[config.mk]
export PLATFORM = sky130hd
export DESIGN_NAME = signed_arith_pipe
export DESIGN_NICKNAME = d
export VERILOG_FILES = /design/src/rtl/signed_arith_pipe.sv
export SDC_FILE = /design/constraint.sdc
export NUM_CORES = 1
export LEC_CHECK = 0
export CORE_UTILIZATION = 35
export CTS_CLUSTER_SIZE = 40
export DETAILED_ROUTE_END_ITERATION = 12
export PLACE_DENSITY = 0.66
export SLEW_MARGIN = 20
export SYNTH_ARGS = -nofsm -noshare
export SYNTH_HDL_FRONTEND = slang
export SYNTH_SLANG_ARGS = --single-unit
[constraint.sdc]
create_clock -name clk -period 3.3 [get_ports clk]
set_clock_uncertainty 0.05 [all_clocks]
set_input_delay 0.33 -clock clk [delete_from_list [all_inputs] [get_ports clk]]
set_output_delay 0.33 -clock clk [all_outputs]
set_load 0.05 [all_outputs]
[src/rtl/signed_arith_pipe.sv]
// Two-stage pipelined integer ALU with per-operand signedness following Verilog expression rules.
// Stage 1 forms the exact (or range-encoded) result at WIDTH+2 bits; stage 2 checks range and clamps.
module signed_arith_pipe #(
   parameter int unsigned WIDTH = 8,
   parameter int unsigned CNT_W = 8
) (
   input  logic             clk,
   input  logic             rst_n,
   input  logic             in_valid,
   output logic             in_ready,
   input  logic [2:0]       in_op,
   input  logic             in_a_sgn,
   input  logic             in_b_sgn,
   input  logic             in_sat,
   input  logic [WIDTH-1:0] in_a,
   input  logic [WIDTH-1:0] in_b,
   output logic             out_valid,
   input  logic             out_ready,
   output logic [WIDTH-1:0] out_data,
   output logic             out_sgn,
   output logic             out_ovf,
   output logic             out_ill,
   input  logic             cnt_clr,
   output logic [CNT_W-1:0] ovf_cnt
);

   localparam int unsigned SHW = $clog2(WIDTH);
   localparam int unsigned RW  = WIDTH + 2;
   localparam logic [WIDTH-1:0] W_LIM = WIDTH'(WIDTH);

   localparam logic [2:0] OP_ADD  = 3'd0;
   localparam logic [2:0] OP_SUB  = 3'd1;
   localparam logic [2:0] OP_SHL  = 3'd2;
   localparam logic [2:0] OP_LSHR = 3'd3;
   localparam logic [2:0] OP_ASHR = 3'd4;
   localparam logic [2:0] OP_MIX  = 3'd5;

   logic                 w_en;
   logic                 w_sgn;
   logic                 w_ill;
   logic                 w_b_big;
   logic                 w_a_neg;
   logic                 w_shl_ovf;
   logic [SHW-1:0]       w_sh;
   logic [RW-1:0]        w_ea;
   logic [RW-1:0]        w_eb;
   logic [RW-1:0]        w_raw;
   logic [WIDTH-1:0]     w_lo;
   logic [2*WIDTH-1:0]   w_shl_full;

   logic                 r1_valid;
   logic                 r1_sgn;
   logic                 r1_sat;
   logic                 r1_ill;
   logic [RW-1:0]        r1_raw;

   logic [2:0]           w_top;
   logic                 w_ovf;
   logic [WIDTH-1:0]     w_data;

   logic                 r_out_valid;
   logic [WIDTH-1:0]     r_out_data;
   logic                 r_out_sgn;
   logic                 r_out_ovf;
   logic                 r_out_ill;
   logic [CNT_W-1:0]     r_cnt;

   assign w_en     = !r_out_valid || out_ready;
   assign in_ready = w_en;

   // SHL overflow is resolved here and folded into the top two raw bits so that stage 2
   // sees an out-of-range value with the correct sign while the low bits keep the wrap result.
   always_comb begin
      w_sgn      = 1'b0;
      w_ill      = 1'b0;
      w_raw      = '0;
      w_lo       = '0;
      w_shl_ovf  = 1'b0;
      w_b_big    = (in_b >= W_LIM);
      w_sh       = in_b[SHW-1:0];
      w_a_neg    = in_a_sgn && in_a[WIDTH-1];
      w_ea       = (in_a_sgn && in_b_sgn) ? {{2{in_a[WIDTH-1]}}, in_a} : {2'b00, in_a};
      w_eb       = (in_a_sgn && in_b_sgn) ? {{2{in_b[WIDTH-1]}}, in_b} : {2'b00, in_b};
      w_shl_full = {{WIDTH{w_a_neg}}, in_a} << w_sh;
      case (in_op)
         OP_ADD: begin
            w_sgn = in_a_sgn && in_b_sgn;
            w_raw = w_ea + w_eb;
         end
         OP_SUB: begin
            w_sgn = in_a_sgn && in_b_sgn;
            w_raw = w_ea - w_eb;
         end
         OP_SHL: begin
            w_sgn = in_a_sgn;
            if (w_b_big) begin
               w_lo      = '0;
               w_shl_ovf = |in_a;
            end else begin
               w_lo      = w_shl_full[WIDTH-1:0];
               w_shl_ovf = in_a_sgn ? !((&w_shl_full[2*WIDTH-1:WIDTH-1]) ||
                                        !(|w_shl_full[2*WIDTH-1:WIDTH-1]))
                                    : |w_shl_full[2*WIDTH-1:WIDTH];
            end
            if (w_shl_ovf) begin
               w_raw = {(w_a_neg ? 2'b10 : 2'b01), w_lo};
            end else begin
               w_raw = {{2{in_a_sgn && w_lo[WIDTH-1]}}, w_lo};
            end
         end
         OP_LSHR: begin
            w_sgn = in_a_sgn;
            w_lo  = in_a >> in_b;
            w_raw = {{2{w_sgn && w_lo[WIDTH-1]}}, w_lo};
         end
         OP_ASHR: begin
            w_sgn = in_a_sgn;
            w_lo  = w_a_neg ? ~((~in_a) >> in_b) : (in_a >> in_b);
            w_raw = {{2{w_sgn && w_lo[WIDTH-1]}}, w_lo};
         end
         OP_MIX: begin
            w_lo  = {in_a[WIDTH-1:WIDTH/2], in_b[WIDTH/2-1:0]};
            w_raw = {2'b00, w_lo};
         end
         default: begin
            w_ill = 1'b1;
         end
      endcase
   end

   always_ff @(posedge clk or negedge rst_n) begin
      if (!rst_n) begin
         r1_valid <= 1'b0;
         r1_sgn   <= 1'b0;
         r1_sat   <= 1'b0;
         r1_ill   <= 1'b0;
         r1_raw   <= '0;
      end else if (w_en) begin
         r1_valid <= in_valid;
         if (in_valid) begin
            r1_sgn <= w_sgn;
            r1_sat <= in_sat;
            r1_ill <= w_ill;
            r1_raw <= w_raw;
         end
      end
   end

   assign w_top = r1_raw[RW-1:WIDTH-1];

   always_comb begin
      w_ovf  = 1'b0;
      w_data = r1_raw[WIDTH-1:0];
      if (r1_ill) begin
         w_data = '0;
      end else begin
         w_ovf = r1_sgn ? !((&w_top) || !(|w_top)) : |r1_raw[RW-1:WIDTH];
         // The raw sign bit tells which limit is nearest the exact result.
         if (w_ovf && r1_sat) begin
            if (r1_sgn) begin
               w_data = r1_raw[RW-1] ? {1'b1, {(WIDTH-1){1'b0}}} : {1'b0, {(WIDTH-1){1'b1}}};
            end else begin
               w_data = r1_raw[RW-1] ? '0 : '1;
            end
         end
      end
   end

   always_ff @(posedge clk or negedge rst_n) begin
      if (!rst_n) begin
         r_out_valid <= 1'b0;
         r_out_data  <= '0;
         r_out_sgn   <= 1'b0;
         r_out_ovf   <= 1'b0;
         r_out_ill   <= 1'b0;
      end else if (w_en) begin
         r_out_valid <= r1_valid;
         if (r1_valid) begin
            r_out_data <= w_data;
            r_out_sgn  <= r1_sgn;
            r_out_ovf  <= w_ovf;
            r_out_ill  <= r1_ill;
         end
      end
   end

   always_ff @(posedge clk or negedge rst_n) begin
      if (!rst_n) begin
         r_cnt <= '0;
      end else if (cnt_clr) begin
         r_cnt <= '0;
      end else if (r_out_valid && out_ready && r_out_ovf && (r_cnt != '1)) begin
         r_cnt <= r_cnt + 1'b1;
      end
   end

   assign out_valid = r_out_valid;
   assign out_data  = r_out_data;
   assign out_sgn   = r_out_sgn;
   assign out_ovf   = r_out_ovf;
   assign out_ill   = r_out_ill;
   assign ovf_cnt   = r_cnt;

endmodule

==> impl_metrics.env <==
export IMPL_ys_top_cells_by_count="sky130_fd_sc_hd__nor2_1, sky130_fd_sc_hd__nand2_1, sky130_fd_sc_hd__dfrtp_1"
export IMPL_dr_pass1_iters=9
export IMPL_area_sequential_um2=850.8
export IMPL_worst_r2r_cell_count=5
export IMPL_ys_seq_elements=34
export IMPL_power_leakage_nw=1.675
export IMPL_placement_rows=34
export IMPL_share_of_cells_above_drive_strength_1=0.1224
export IMPL_cell_chain_critical_path="clkdlybuf4s50_1, buf_4, nor2_1, and2_1, a21oi_1, xnor2_1, ha_1, and3_1, a21oi_1, nand3_1, a41oi_1, xnor2_1, o221ai_1, a22o_1"
export IMPL_grt_antenna_before_repair=0
export IMPL_fmaxAchievable_mhz=330.7
export IMPL_critPathRequiredTime_ns=3.42
export IMPL_synth_sequential_area_ratio=0.2644
export IMPL_start_util=0.3654
export IMPL_synth_area_leader_cell="sky130_fd_sc_hd__dfrtp_1"
export IMPL_postCtsResizedCells=0
export IMPL_period_share=0.9162
export IMPL_route_detailed_vias_per_inst=5.767
export IMPL_rsz0062_at_grt="false"
export IMPL_dieWidth_um=97.89
export IMPL_path_delay_family="compound AO/OA/AOI/OAI gates"
export IMPL_global_route_wire_length_before_repair_mm=14.42
export IMPL_routed_wl_mm=9.012
export IMPL_pin_count_of_the_biggest_net_entering_global_routing=35
export IMPL_critPathCaptureType="flop"
export IMPL_mappedNetlistArea_um2=3218
export IMPL_syn_area_per_cell_um2=8.424
export IMPL_syn2layout_area_growth_pct=22.40
export IMPL_htree_num_levels=2
export IMPL_multi_input_comb_area_um2=2151
export IMPL_final_fill_count=887
export IMPL_layout_nets=483
export IMPL_io_pins=48
export IMPL_worst_path_fanout_max=8
export IMPL_cp_start_kind="primary input"
export IMPL_numCtsBuffers=5
export IMPL_crit_buf_inv=2
export IMPL_maximum_resistive_drop_on_vdd_mv=0.2255
export IMPL_ctsHoldBuffers=0
export IMPL_post_cts_repair_timing_setup_buffer_count=0
export IMPL_drv_slew=0
export IMPL_synth_warnings=0
export IMPL_timing_critical_path_depth=14
export IMPL_grt_pass1_vias=2960
export IMPL_fp_dieArea_um2=9582
export IMPL_power_density_nw_per_um2=382.6
export IMPL_clock_path_buffers=2
export IMPL_critical_path_arrival_ns=3.14
export IMPL_dp_cells=542
export IMPL_worstHoldPathType="in2async"
export IMPL_drv_cap=0
export IMPL_criticalPathCategory="in2reg"
export IMPL_tritoncts="done"
export IMPL_cp_slowest_cell="sky130_fd_sc_hd__clkdlybuf4s50_1"
export IMPL_synthesis_nets=424
export IMPL_fin_crit_ns=3.024
export IMPL_drc_errors=3
export IMPL_instances_no_fill=549
export IMPL_design_core_area_um2=8806
export IMPL_tightest_slew_ns=0.6524
export IMPL_synth_main_ff_cell="sky130_fd_sc_hd__dfrtp_1"
export IMPL_setup_violations_final=0
export IMPL_postSynth_asyncResetShare=1.000
export IMPL_n_antenna_cell=0
export IMPL_track_usage=0.1866
export IMPL_cells_after_synthesis=382
export IMPL_clkTransAtPathRegs_ns=0.07
export IMPL_outcome="finished, violations left"
export IMPL_timing_max_slew_rel_slack=0.5613
export IMPL_cts_sink_count=34
export IMPL_final_hold_violation_count=0
export IMPL_grt_ovfl_total=0
export IMPL_power_total_mw=1.507
export IMPL_vias=3166
export IMPL_synth_top_area_share=0.2644
export IMPL_synthDistinctLibCells=70
export IMPL_synthTopCellsByArea="sky130_fd_sc_hd__dfrtp_1, sky130_fd_sc_hd__ha_1, sky130_fd_sc_hd__nor2_1"
export IMPL_detailedRoute_firstIterationViolations=239
export IMPL_place_congestion=0.9888
export IMPL_clock_root_buffer="sky130_fd_sc_hd__clkbuf_8"
export IMPL_violations="design-rule violations"
export IMPL_drtAntennaViolNets=0
export IMPL_io_buffer_count=47
export IMPL_clock_latency_ns=0.28
export IMPL_hpwlAfterDp_mm=7.002
export IMPL_critPathMaxStageDelay_ns=0.45
export IMPL_routed_wire_length_per_instance_um=16.42
export IMPL_synthMostInstantiatedCell="sky130_fd_sc_hd__nor2_1"
export IMPL_floorplan_die_height_um=97.89
export IMPL_synth_enable_flop_cells=0
-- final cells by class --
type                       instances  area share
clock inverter                     1    0.001906
multi-input combinational        313      0.5461
timing repair buffer              74      0.1709
clock buffer                       6     0.01842
inverter                          13     0.01239
sequential                        34      0.2160
tap                              108     0.03431
-- metrics by stage --
| stage | worst slack, ns | instance area [um^2] | setup TNS [ns] | hold WS, ns | util |
|---|---|---|---|---|---|
| 2_1_floorplan | 0.4231 | 3218 | 0 | -0.01559 | - |
| 3_3_place_gp | 0.02889 | 3859 | 0 | 0.3989 | 0.4382 |
| 3_5_place_dp | -0.003003 | 3859 | -0.003003 | 0.4046 | 0.4382 |
| 4_1_cts | 0.2943 | 3939 | 0 | 0.4224 | 0.4473 |
| 5_1_grt | 0.05589 | 3939 | 0 | 0.4404 | 0.4473 |
| 6_report | 0.2764 | 3939 | 0 | 0.4033 | 0.4473 |
-- worst register-to-register path: cells and delay by family, from the launching register on --
| family | cells | cell delay (ns) |
|---|---|---|
| flops | 1 | 0.41 |
| simple gates | 3 | 0.53 |
| compound gates | 2 | 0.76 |
-- logic make-up (layout without fill, tap and decap cells) --
group | Yosys count | after routing | share of synthesized area
buffers and inverters | 35 | 94 | 0.06726
DFF | 34 | 34 | 0.2644
xor gates and xnor gates | 21 | 21 | 0.05716
AOI/OAI and AO/OA | 112 | 112 | 0.2403
and+or+nand+nor | 142 | 142 | 0.2239
muxes | 23 | 23 | 0.08631
adders and majority gates | 15 | 15 | 0.06065
-- registers in the layout, indices dropped and copies added (netlist names) --
signal	flops
out_sgn	1
r1_sgn	1
r1_raw	10
out_data	8
out_ovf	1
r1_ill	1
r1_valid	1
out_ill	1
out_valid	1
r1_sat	1
ovf_cnt	8
-- routing by layer --
metal,vias up,global-route usage,wire length [um]
met5,-,0,0
met4,0,0.09207,311
met3,23,0.01790,346
met2,112,0.3061,4225
met1,1495,0.2458,4128
li1,1536,-,-
-- power breakdown --
part / internal (mW) / leakage, nW / switching [mW] / total (mW)
Sequential: 0.482 / 0.451 / 0.0422 / 0.524
Combinational: 0.277 / 1.19 / 0.425 / 0.701
Clock: 0.144 / 0.0373 / 0.137 / 0.281
Total: 0.903 / 1.67 / 0.604 / 1.51
-- final timing paths --
path	start	end	slack, ns
worst min register to register	r1_valid	out_valid	0.42
min in group clk	r1_valid	out_valid	0.42
worst max-delay path	in_op[1]	r1_raw[9]	0.28
max in group asynchronous	rst_n	out_ovf	2.49
worst max register to register	r1_raw[7]	out_data[5]	1.40
worst min-delay path	rst_n	ovf_cnt[0]	0.40
-- cell usage in the layout, fill, tap and decap left out, types with 9 or more instances in the layout --
master and count:
sky130_fd_sc_hd__a21oi_1 12, sky130_fd_sc_hd__buf_4 27, sky130_fd_sc_hd__clkdlybuf4s50_1 47, sky130_fd_sc_hd__dfrtp_1 34, sky130_fd_sc_hd__ha_1 14, sky130_fd_sc_hd__inv_1 12
sky130_fd_sc_hd__mux2i_1 15, sky130_fd_sc_hd__nand2_1 43, sky130_fd_sc_hd__nor2_1 45, sky130_fd_sc_hd__o21ai_0 31, sky130_fd_sc_hd__xnor2_1 9, sky130_fd_sc_hd__xor2_1 12
(Power assumes the default switching activity.)
